`config.mk`:
```
export PLATFORM = sky130hd
export DESIGN_NAME = comparator_arbiter
export DESIGN_NICKNAME = d
export VERILOG_FILES = /design/src/rtl/comparator_arbiter.sv
export SDC_FILE = /design/constraint.sdc
export NUM_CORES = 1
export LEC_CHECK = 0
export ABC_AREA = 1
export BUFFER_PORTS_ARGS = -buffer_cell sky130_fd_sc_hd__buf_2
export CORE_AREA = 2 2 58 60
export CTS_CLUSTER_DIAMETER = 200
export DETAILED_ROUTE_END_ITERATION = 10
export DIE_AREA = 0 0 60 62
export PLACE_DENSITY = 0.81
export SLEW_MARGIN = 15
export SYNTH_ARGS = -nofsm -noshare
export SYNTH_HDL_FRONTEND = slang
export SYNTH_SLANG_ARGS = --single-unit
```
`constraint.sdc`:
```
create_clock -name clk -period 2.35 [get_ports clk]
set_clock_uncertainty 0.15 [all_clocks]
set_input_delay 0.47 -clock clk [delete_from_list [all_inputs] [get_ports clk]]
set_output_delay 0.47 -clock clk [all_outputs]
set_load 0.02 [all_outputs]
```
`src/rtl/comparator_arbiter.sv`:
```
// comparator_arbiter: round-robin arbiter time-sharing one unsigned comparator among NREQ requesters
module comparator_arbiter #(
    parameter int WIDTH = 4,
    parameter int NREQ  = 4,
    localparam int IW   = $clog2(NREQ)
) (
    input  logic                  clk,
    input  logic                  rst_n,
    input  logic [NREQ-1:0]       req_valid,
    input  logic [NREQ*WIDTH-1:0] req_a,
    input  logic [NREQ*WIDTH-1:0] req_b,
    output logic [NREQ-1:0]       req_ready,
    output logic                  rsp_valid,
    output logic [IW-1:0]         rsp_id,
    output logic                  rsp_eq,
    output logic                  rsp_gt,
    output logic                  rsp_lt,
    input  logic                  rsp_ready
);
    typedef enum logic [1:0] {IDLE, COMPARE, RESPOND} state_t;
    state_t           state_q, state_d;
    logic [IW-1:0]    ptr_q, ptr_d, id_q, id_d, win, cand;
    logic [WIDTH-1:0] a_q, a_d, b_q, b_d;
    logic             valid_q, valid_d, eq_q, eq_d, gt_q, gt_d, lt_q, lt_d;
    logic             found, cmp_eq, cmp_gt, cmp_lt;

    // round-robin search starting at the pointer, first valid requester wins
    always_comb begin
        found = 1'b0;
        win   = '0;
        cand  = '0;
        for (int k = 0; k < NREQ; k++) begin
            cand = IW'((int'(ptr_q) + k) % NREQ);
            if (!found && req_valid[cand]) begin
                found = 1'b1;
                win   = cand;
            end
        end
    end

    assign cmp_eq = a_q == b_q;
    assign cmp_gt = a_q > b_q;
    assign cmp_lt = a_q < b_q;

    assign req_ready = (rst_n && state_q == IDLE && found) ? NREQ'(1) << win : '0;
    assign rsp_valid = valid_q;
    assign rsp_id    = id_q;
    assign rsp_eq    = eq_q;
    assign rsp_gt    = gt_q;
    assign rsp_lt    = lt_q;

    // next-state: grant and capture in IDLE, register the compare, hold until consumed
    always_comb begin
        state_d = state_q;
        ptr_d   = ptr_q;
        id_d    = id_q;
        a_d     = a_q;
        b_d     = b_q;
        valid_d = valid_q;
        eq_d    = eq_q;
        gt_d    = gt_q;
        lt_d    = lt_q;
        case (state_q)
            IDLE: if (found) begin
                state_d = COMPARE;
                ptr_d   = IW'((int'(win) + 1) % NREQ);
                id_d    = win;
                a_d     = WIDTH'(req_a >> (int'(win) * WIDTH));
                b_d     = WIDTH'(req_b >> (int'(win) * WIDTH));
            end
            COMPARE: begin
                state_d = RESPOND;
                valid_d = 1'b1;
                eq_d    = cmp_eq;
                gt_d    = cmp_gt;
                lt_d    = cmp_lt;
            end
            RESPOND: if (rsp_ready) begin
                state_d = IDLE;
                valid_d = 1'b0;
            end
            default: state_d = IDLE;
        endcase
    end

    // state registers; reset drops any in-flight request
    always_ff @(posedge clk or negedge rst_n) begin
        if (!rst_n) begin
            state_q <= IDLE;
            ptr_q   <= '0;
            id_q    <= '0;
            a_q     <= '0;
            b_q     <= '0;
            valid_q <= 1'b0;
            eq_q    <= 1'b0;
            gt_q    <= 1'b0;
            lt_q    <= 1'b0;
        end else begin
            state_q <= state_d;
            ptr_q   <= ptr_d;
            id_q    <= id_d;
            a_q     <= a_d;
            b_q     <= b_d;
            valid_q <= valid_d;
            eq_q    <= eq_d;
            gt_q    <= gt_d;
            lt_q    <= lt_d;
        end
    end
endmodule

```
==> metrics.md, run 1 <==
| Metric | Value |
|---|---|
| Setup violators final | `4` |
| Drt initial violations | `33` |
| Synth unique cells | `25` |
| Tot Pwr | `3.42 mW` |
| Depth of the CTS H-tree | `1` |
| Post-layout util | `61.2%` |
| Post-Synthesis Cells | `229` |
| Delay-heaviest family, CP | `simple AND/OR/NAND/NOR gates` |
| Most common cell on crit path | `nor2_4` |
| Final worst slack | `-256 ps` |
| Highest routed layer | `met4` |
| Routability Congestion | `0.891` |
| Diode count | `0` |
| Leakage | `1.11 nW` |
| Synth Warn # | `0` |
| Worst-path clk slew | `110 ps` |
| Worst path arrival time | `1990 ps` |
| Met2 wire len | `1.86 mm` |
| Routed vias/inst | `4.80` |
| Final Cycle Share | `111%` |
| Wirelength per Cell | `10.8 um` |
| Post-Route M1 WL | `1.62 mm` |
| Post-DRT Antenna Nets | `0` |
| Slew Viols, Final | `0` |
| Pwr dens | `1760 mW/mm^2` |
| DRT Wirelength | `3.58 mm` |
| Met3 WL | `96 um` |
| Cell row count | `21` |
| Cell Chain, Critical Path | `buf_6 -> nand2_2 -> nand3_2 -> nand2_4 -> nor2_4 -> nand3_4 -> nor2_4 -> nor2_4 -> inv_2 -> nand2_1 -> nor2_1 -> buf_4` |
| Die span in x | `60 um` |
| CTS tree | `done` |
| Root Driver | `clkbuf_4` |
| Crit path required time | `1730 ps` |
| Post-route minimum period | `2610 ps` |
| Startpoint Class | `register` |
| Starting Density | `46.4%` |
| Post-Syn Area | `0.00147 mm^2` |
| # IOs | `49` |
| DRC | `0` |
| Area delta synth->final | `32.1%` |
| Post-DP HPWL | `2.60 mm` |
| CORE AREA | `0.00318 mm^2` |
| Initial antenna violation count | `0` |
| Largest fanout on the critical path | `8` |
| Max VDD drop | `0.000949 V` |
| Crit path largest cell delay | `430 ps` |
| Overall routing resource usage | `19.4%` |
| Remaining global-route overflow | `0` |
| Net count, final | `331` |
| Vias | `1594` |
| Max Clk Rate | `0.384 GHz` |
| Drt pass-1 iters | `4` |
| Die height | `62 um` |
| Unrepaired setup endpoints after global routing | `yes` |
| Worst-Skew Late Latency | `290 ps` |
| Max-Cap Viols | `0` |
| Hold WC Path Type | `in -> async` |
| Register area share after synthesis | `30.6%` |
| Final hold vios | `0` |
| #FFs+latches synth | `18` |
| Slew of the pin with the lowest slew margin | `237 ps` |
| PortBufs | `48` |
| Buf+Inv Stages, Crit Path | `3` |
| Violated checks | `setup timing` |
| Worst Setup Path Type | `reg -> out` |
| CTS sink cnt | `18` |
| Worst path slowest cell | `dfrtp_2` |
| First-pass GRT wire length | `5.62 mm` |
| Number of global-route vias before repair | `1330` |
| Num CTS Buffers | `3` |
| Syn_nets | `272` |
| Post-CTS Hold Fix Bufs | `0` |
| Largest net degree at the start of global routing | `19` |
| Share of layout cells above drive strength 1 | `40.6%` |
| Min Hold Slack | `7.30 ps` |
| Status | `finished with violations` |
| CP Capture Type | `output port` |
| Rel. slew slack | `84.2%` |
| Synth Area per Inst | `6.44 um^2` |
| Longest Clk Path Bufs | `2` |
| Die area | `0.00372 mm^2` |
[placed cells by master, fill, tap and decap left out]
cell type	count
o21ai_4	1
nor2_2	1
nand3_2	1
a21oi_2	1
inv_4	2
nand2_4	6
nor2_1	6
clkbuf_4	3
nor2_4	3
nand2_2	27
nand3b_1	1
buf_4	16
nor3_2	2
inv_1	12
nand3_1	21
o22ai_1	1
inv_2	3
dfrtp_2	2
nand2_1	98
buf_6	2
ha_1	4
nand3_4	2
buf_2	44
a21oi_1	2
nand4_1	1
o21ai_0	8
dfrtp_1	16
[final timing paths]
path,from,end,slack (ps),cells after the start
worst max-delay path,ptr_q[0],req_ready[2],-260,12
worst min-delay path,rst_n,rsp_gt,7,2
worst max register to register,ptr_q[0],b_q[3],220,15
worst min register to register,rsp_eq,rsp_eq,330,2
max in group asynchronous,rst_n,ptr_q[0],1830,2
min in group clk,rsp_ready,state_q[1],220,2
[registers in the layout, summed over array words and instances (netlist names)]
signal	count
a_q	4
b_q	4
ptr_q	2
rsp_eq	1
rsp_gt	1
rsp_id	2
rsp_lt	1
rsp_valid	1
state_q	2
[stage by stage]
stage / worst slack [ps] / TNS (ps) / cells / instance area (um^2)
after floorplan: 44.6 / 0 / 229 / 1480
after global placement: 42.2 / 0 / 324 / 1780
after detailed placement: 12.9 / 0 / 324 / 1780
after CTS: -196 / -712 / 329 / 1870
after global routing: -363 / -1270 / 332 / 1950
final: -256 / -889 / 332 / 1950
[synth_stat cells]
| master | n | area, um^2 |
|---|---|---|
| a21oi_1 | 2 | 10.0 |
| a21oi_2 | 1 | 8.76 |
| buf_12 | 1 | 20.0 |
| buf_2 | 3 | 15.0 |
| buf_4 | 1 | 7.51 |
| buf_6 | 2 | 22.5 |
| clkbuf_1 | 1 | 3.75 |
| dfrtp_1 | 18 | 450 |
| ha_1 | 4 | 50.1 |
| inv_1 | 14 | 52.6 |
| inv_2 | 3 | 11.3 |
| nand2_1 | 107 | 402 |
| nand2_2 | 22 | 138 |
| nand2_4 | 2 | 22.5 |
| nand3_1 | 21 | 105 |
| nand3_2 | 3 | 30.0 |
| nand3b_1 | 1 | 7.51 |
| nand4_1 | 1 | 6.26 |
| nor2_1 | 7 | 26.3 |
| nor2_2 | 2 | 12.5 |
| nor2_4 | 1 | 11.3 |
| nor3_1 | 2 | 10.0 |
| o21ai_0 | 8 | 40.0 |
| o21ai_1 | 1 | 5.00 |
| o22ai_1 | 1 | 6.26 |
[layer usage]
metal	up-vias	GRT usage, %
met5	-	0
met4	0	3.49
met3	2	2.69
met2	31	32.6
met1	731	26.9
li1	830	-
[final cells by class]
type | count | area, um^2
clock buffers | 3 | 22.5
repair buffers | 62 | 363
multi-input cells | 186 | 982
inverters | 17 | 68.8
fillers | 315 | 1230
flip-flops and latches | 18 | 453
well taps | 46 | 57.6
[logic make-up after synthesis]
kind of cell | synth area share [%]
AO/OA/AOI/OAI | 4.75
adder cells (fa/ha/maj) | 3.40
buffers and inverters | 9.00
flip-flops | 30.6
AND/OR/NAND/NOR | 52.3
[where the power goes]
part	internal (mW)	total [mW]	switching (mW)
registers	0.469	0.571	0.102
logic	1.00	2.70	1.70
clock network	0.0594	0.153	0.0936
total	1.53	3.42	1.89
[repair_timing]
action	in CTS	in global routing
setup buffers	2	3
setup endpoints to repair	4	4
pin swaps	1	14
resized for setup	16	16
Power figures use the tool's default switching activity.
==> inputs of run 2 (changes only) <==
CELL_PAD_IN_SITES_DETAIL_PLACEMENT = 0   (was default)
CELL_PAD_IN_SITES_GLOBAL_PLACEMENT = 1   (was default)
CORE_AREA = 2 2 69 71   (was 2 2 58 60)
DIE_AREA = 0 0 71 73   (was 0 0 60 62)
GPL_ROUTABILITY_DRIVEN = 0   (was default)
PLACE_DENSITY = 0.83   (was 0.81)
==> metrics.md, run 2 (same netlist as run 1, synthesis figures left out) <==
| Metric | Value |
|---|---|
| Worst path arrival time | `1930 ps (-60 ps)` |
| Final hold vios | `0 (unchanged)` |
| Sequential fraction of design power | `15.4% (-1.3 points)` |
| Remaining global-route overflow | `0 (unchanged)` |
| Hold WC Path Type | `in -> async` |
| Max Clk Rate | `0.392 GHz (+2.1%)` |
| Worst-path clk slew | `70 ps (-40 ps)` |
| Crit path largest cell delay | `450 ps (+20 ps)` |
| Critical path depth in cells | `12 (unchanged)` |
| Largest net degree at the start of global routing | `20 (+1)` |
| CP Capture Type | `output port` |
| Pwr dens | `1810 mW/mm^2 (+3.3%)` |
| Met3 Usage GRT | `2.76% (+0.071 points)` |
| Die height | `73 um (+18%)` |
| Wirelength per Cell | `11.0 um (+1.8%)` |
| Post-route minimum period | `2550 ps (-54.6 ps)` |
| Rel. slew slack | `83.7% (-0.55 points)` |
| Max-Cap Viols | `0 (unchanged)` |
| Worst-Skew Late Latency | `250 ps (-40 ps)` |
| Crit path from | `ptr_q[0]` |
| Reg2reg start | `ptr_q[0]` |
| Crit path required time | `1730 ps (about the same)` |
| GRT met1 Usage | `19.0% (-8.0 points)` |
| Grt peak-use layer | `met2` |
| Clk pwr share | `6.9% (+2.4 points)` |
| Met2 Use GR | `27.6% (-5.0 points)` |
| Die area | `0.00518 mm^2 (+39%)` |
| PortBufs | `48 (unchanged)` |
| Largest fanout on the critical path | `7 (-1)` |
| # IOs | `49 (unchanged)` |
| Unrepaired setup endpoints after global routing | `yes` |
| Final worst slack | `-202 ps (+54.6 ps)` |
| Die span in x | `71 um (+18%)` |
| Share of layout cells above drive strength 1 | `42.1% (+1.5 points)` |
| Root Driver | `clkbuf_8` |
| DRT Wirelength | `3.85 mm (+7.7%)` |
| Drt initial violations | `57 (+73%)` |
| Post-CTS Hold Fix Bufs | `0 (unchanged)` |
| DRC | `0 (unchanged)` |
| Depth of the CTS H-tree | `1 (unchanged)` |
| Overall routing resource usage | `15.1% (-4.2 points)` |
| Slew of the pin with the lowest slew margin | `245 ps (+8.30 ps)` |
| Worst Setup Path Type | `reg -> out` |
| Starting Density | `32.5% (-14 points)` |
| Reg2reg end | `b_q[0]` |
| Diode count | `0 (unchanged)` |
| Post-DRT Antenna Nets | `0 (unchanged)` |
| Placed Instances | `333 (+2.8%)` |
| Most common cell on crit path | `nor2_4` |
| Int Power | `1.76 mW (+15%)` |
| Number of global-route vias before repair | `1465 (+10%)` |
| Cell Chain, Critical Path | `buf_6 -> nand2_2 -> nand3_2 -> nand2_2 -> nor2_4 -> nand3_4 -> nor2_4 -> nor2_4 -> inv_2 -> nand2_1 -> nor2_1 -> buf_4` |
| Cell row count | `25 (+19%)` |
| Sw frac | `52.6% (-2.7 points)` |
| Num CTS Buffers | `3 (unchanged)` |
| Startpoint Class | `register` |
| Worst setup path endpoint | `req_ready[2]` |
| Longest Clk Path Bufs | `2 (unchanged)` |
| Psw | `1.95 mW (+3.3%)` |
| Leakage | `1.16 nW (+5.0%)` |
| CTS tree | `done` |
| R2r worst-path depth | `15 (unchanged)` |
| Net count, final | `341 (+3.0%)` |
| Vias | `1590 (-0.25%)` |
| Setup violators final | `4 (unchanged)` |
| Max VDD drop | `0.000694 V (-27%)` |
| Fill cell count | `472 (+50%)` |
| CTS sink cnt | `18 (unchanged)` |
| Design Area, Final | `0.00205 mm^2 (+5.2%)` |
| Post-DP HPWL | `2.76 mm (+5.9%)` |
| Violated checks | `setup timing` |
| Delay-heaviest family, CP | `simple AND/OR/NAND/NOR gates` |
| Layout Cells excl Fill | `351 (+5.7%)` |
| CORE AREA | `0.00454 mm^2 (+43%)` |
| Largest regs | `a_q (4), b_q (4)` |
| Final Cycle Share | `109% (-2.3 points)` |
| Area delta synth->final | `39.0%` |
| Reg2reg setup slack | `140 ps (-80 ps)` |
| Combinational share of power | `77.6% (-1.2 points)` |
| Buf+Inv Stages, Crit Path | `3 (unchanged)` |
| First-pass GRT wire length | `6.33 mm (+13%)` |
| Initial antenna violation count | `0 (unchanged)` |
| Status | `finished with violations` |
| Worst path slowest cell | `dfrtp_2` |
| Most common cell after layout, fill and taps aside | `nand2_1` |
| Slew Viols, Final | `0 (unchanged)` |
| Most frequent cells in the layout | `nand2_1, buf_2, nand2_2, buf_4, nand3_1` |
| Placed cell areas | `0.00180 mm^2 (+0.98%)` |
| Drt pass-1 iters | `4 (unchanged)` |
| Routed vias/inst | `4.53 (-5.7%)` |
-- run 2: cell type report --
| cell class | instances | area [um^2] | share of cell area (%) |
|---|---|---|---|
| multi-input combinational | 186 | 965 | 47.1 |
| timing repair buffer | 71 | 434 | 21.2 |
| timing repair inverter | 1 | 7.51 | 0.367 |
| sequential | 18 | 453 | 22.1 |
| clock buffer | 4 | 55.1 | 2.69 |
| inverter | 17 | 66.3 | 3.24 |
| tap | 54 | 67.6 | 3.30 |
-- run 2: through the flow --
step	worst slack, ps	hold slack [ps]	TNS, ps	util [%]	total power, mW
final	-202	63.8	-616	45.2	3.72
after global placement	-5.95	310	-5.95	39.6	3.00
after global routing	-297	82.1	-983	45.2	4.12
after detailed placement	1.90	312	0	39.6	3.01
after floorplan	44.6	24.4	0	-	2.52
after CTS	-140	69.3	-497	45.0	3.69
-- run 2: how the worst min path moves through the flow --
stage	start	to	slack, ps
after floorplan	rst_n	a_q[0]	20
after global placement	rsp_gt	rsp_gt	310
after detailed placement	rst_n	rsp_id[0]	310
after CTS	rst_n	state_q[0]	70
after global routing	rst_n	state_q[0]	80
final	rst_n	rsp_id[0]	60
-- run 2: timing repair --
item | 4_1_cts | 5_1_grt
gates cloned | 1 | 0
resized for setup | 27 | 4
buffers inserted | 13 | 2
endpoints found under the setup margin | 4 | 14
hold endpoints to repair | 0 | 0
pin swaps | 3 | 2
-- run 2: per-layer routing --
layer | routed length [um] | share of wire (%) | vias to the layer above
li1 | - | - | 849
met1 | 1780 | 46 | 714
met4 | 15 | 0.39 | 0
met2 | 1920 | 50 | 23
met5 | 0 | 0 | -
met3 | 131 | 3.4 | 4
-- run 2: power groups by stage --
stage | Clock, mW | Combinational, mW | Sequential, mW
CTS | 0.261 | 2.86 | 0.569
floorplan | 0 | 1.92 | 0.598
finish | 0.257 | 2.88 | 0.574
global placement | 0 | 2.43 | 0.563
detailed placement | 0 | 2.45 | 0.566
global route | 0.276 | 3.25 | 0.590
==> inputs of run 3 (changes only) <==
CAP_MARGIN = 10   (was default)
RECOVER_POWER = 50   (was default)
==> metrics.md, run 3 (same netlist as run 1, synthesis figures left out) <==
| Metric | Value |
|---|---|
| Post-DRT Antenna Nets | `0 (unchanged)` |
| Num CTS Buffers | `3 (unchanged)` |
| Final setup TNS | `-616 ps (-0.00100 ps)` |
| Die area | `0.00518 mm^2 (unchanged)` |
| Worst-path clk slew | `70 ps (about the same)` |
| PortBufs | `48 (unchanged)` |
| Max VDD drop | `0.000694 V (about the same)` |
| Post-route minimum period | `2550 ps (+0.00100 ps)` |
| Largest regs | `a_q (4), b_q (4)` |
| Final worst slack | `-202 ps (-0.00100 ps)` |
| Reg2reg end | `b_q[0]` |
| Routed vias/inst | `4.54 (+0.13%)` |
| Cell row count | `25 (unchanged)` |
| Diode count | `0 (unchanged)` |
| Die height | `73 um (unchanged)` |
| Drt pass-1 iters | `4 (unchanged)` |
| Placed cell areas | `0.00180 mm^2 (unchanged)` |
| Starting Density | `32.5% (unchanged)` |
| Final Cycle Share | `109% (about the same)` |
| Hold Path Stages | `2` |
| Largest net degree at the start of global routing | `20 (unchanged)` |
| Slew Viols, Final | `0 (unchanged)` |
| R2r worst-path depth | `15 (unchanged)` |
| Initial antenna violation count | `0 (unchanged)` |
| # IOs | `49 (unchanged)` |
| Die span in x | `71 um (unchanged)` |
| DRT Wirelength | `3.86 mm (+0.18%)` |
| Max Clk Rate | `0.392 GHz (about the same)` |
| Wirelength per Cell | `11.0 um (+0.18%)` |
| Hold EP | `state_q[1]` |
| Crit path required time | `1730 ps (about the same)` |
| Layout Cells excl Fill | `351 (unchanged)` |
| Hold path startpoint | `rsp_ready` |
| Post-CTS Hold Fix Bufs | `0 (unchanged)` |
| Worst-Skew Late Latency | `250 ps (about the same)` |
| DRC | `0 (unchanged)` |
| Setup WS pre-CTS | `1.90 ps (unchanged)` |
| First-pass GRT wire length | `6.33 mm (unchanged)` |
| Design Area, Final | `0.00204 mm^2 (-0.18%)` |
| Setup violators final | `4 (unchanged)` |
| Remaining global-route overflow | `0 (unchanged)` |
| Reg2reg setup slack | `140 ps (about the same)` |
| Largest fanout on the critical path | `7 (unchanged)` |
| Unrepaired setup endpoints after global routing | `yes` |
| Share of layout cells above drive strength 1 | `41.8% (-0.34 points)` |
| Area delta synth->final | `38.7%` |
| Most frequent cells in the layout | `nand2_1, buf_2, nand2_2, buf_4, nand3_1` |
| CORE AREA | `0.00454 mm^2 (unchanged)` |
| Rel. slew slack | `34.9% (-49 points)` |
| Drt initial violations | `51 (-11%)` |
| Placed Instances | `333 (unchanged)` |
| CTS tree | `done` |
| Net count, final | `341 (unchanged)` |
| Overall routing resource usage | `15.1% (unchanged)` |
| Worst path arrival time | `1930 ps (about the same)` |
| Most common cell after layout, fill and taps aside | `nand2_1` |
| Depth of the CTS H-tree | `1 (unchanged)` |
| Min Hold Slack | `274 ps (+210 ps)` |
| Final hold vios | `0 (unchanged)` |
| Reg2reg start | `ptr_q[0]` |
| Root Driver | `clkbuf_8` |
| Post-layout util | `45.1% (-0.083 points)` |
| Pwr dens | `1820 mW/mm^2 (+0.19%)` |
| CP Capture Type | `output port` |
| Max-Cap Viols | `0 (unchanged)` |
| Number of global-route vias before repair | `1465 (unchanged)` |
| Startpoint Class | `register` |
| Violated checks | `setup timing` |
| Leakage | `1.16 nW (-0.31%)` |
| Longest Clk Path Bufs | `2 (unchanged)` |
| Worst Setup Path Type | `reg -> out` |
| Status | `finished with violations` |
| Tot Pwr | `3.72 mW (about the same)` |
| Vias | `1592 (+0.13%)` |
| Hold WC Path Type | `in -> reg` |
| Post-DP HPWL | `2.76 mm (unchanged)` |
| Slew of the pin with the lowest slew margin | `976 ps (+731 ps)` |
| CTS sink cnt | `18 (unchanged)` |
==> run 3: timing repair <==
item                                    4_1_cts  5_1_grt
gates resized for setup                      27        4
pin swaps                                     3        2
setup buffers                                13        2
gates cloned                                  1        0
endpoints found under the hold margin         0        0
endpoints found under the setup margin        4       14
==> run 3: worst max path at each step <==
| stage | start | endpoint | slack [ps] | cells past startpoint |
|---|---|---|---|---|
| after floorplan | ptr_q[0] | req_ready[0] | 40 | 11 |
| after global placement | req_valid[0] | req_ready[0] | -6 | 12 |
| after detailed placement | req_valid[0] | req_ready[0] | 2 | 12 |
| after CTS | ptr_q[0] | req_ready[2] | -140 | 12 |
| after global routing | ptr_q[0] | req_ready[2] | -300 | 13 |
| final | ptr_q[0] | req_ready[2] | -200 | 12 |
==> run 3: report_power, final <==
part	leakage, nW	internal [mW]	switching (mW)
combinational	0.910	1.14	1.74
sequential	0.222	0.470	0.104
clock	0.0288	0.149	0.108
total	1.16	1.76	1.95
==> run 3: cell type report <==
type / instances / area [um^2]
Sequential cell: 18 / 453
Timing Repair Buffer: 71 / 430
Tap cell: 54 / 67.6
Fill cell: 474 / 2490
Multi-Input combinational cell: 186 / 965
Inverter: 17 / 66.3
Timing Repair inverter: 1 / 7.51
Clock buffer: 4 / 55.1
==> run 3: metal layers <==
| layer | share of wire (%) | vias to the layer above | global-route usage [%] | wire length [um] |
|---|---|---|---|---|
| li1 | - | 849 | - | - |
| met3 | 3.4 | 4 | 2.76 | 131 |
| met4 | 0.39 | 0 | 2.52 | 15 |
| met1 | 46 | 716 | 19.0 | 1790 |
| met5 | 0 | - | 0 | 0 |
| met2 | 50 | 23 | 27.6 | 1930 |
==> run 3: critical path, cell delays in order (launching register included) <==
cell and delay, ps:
dfrtp_2 450, buf_6 160, nand2_2 70, nand3_2 90
nand2_2 90, nor2_4 160, nand3_4 110, nor2_4 120
nor2_4 60, inv_2 60, nand2_1 50, nor2_1 90
buf_4 150
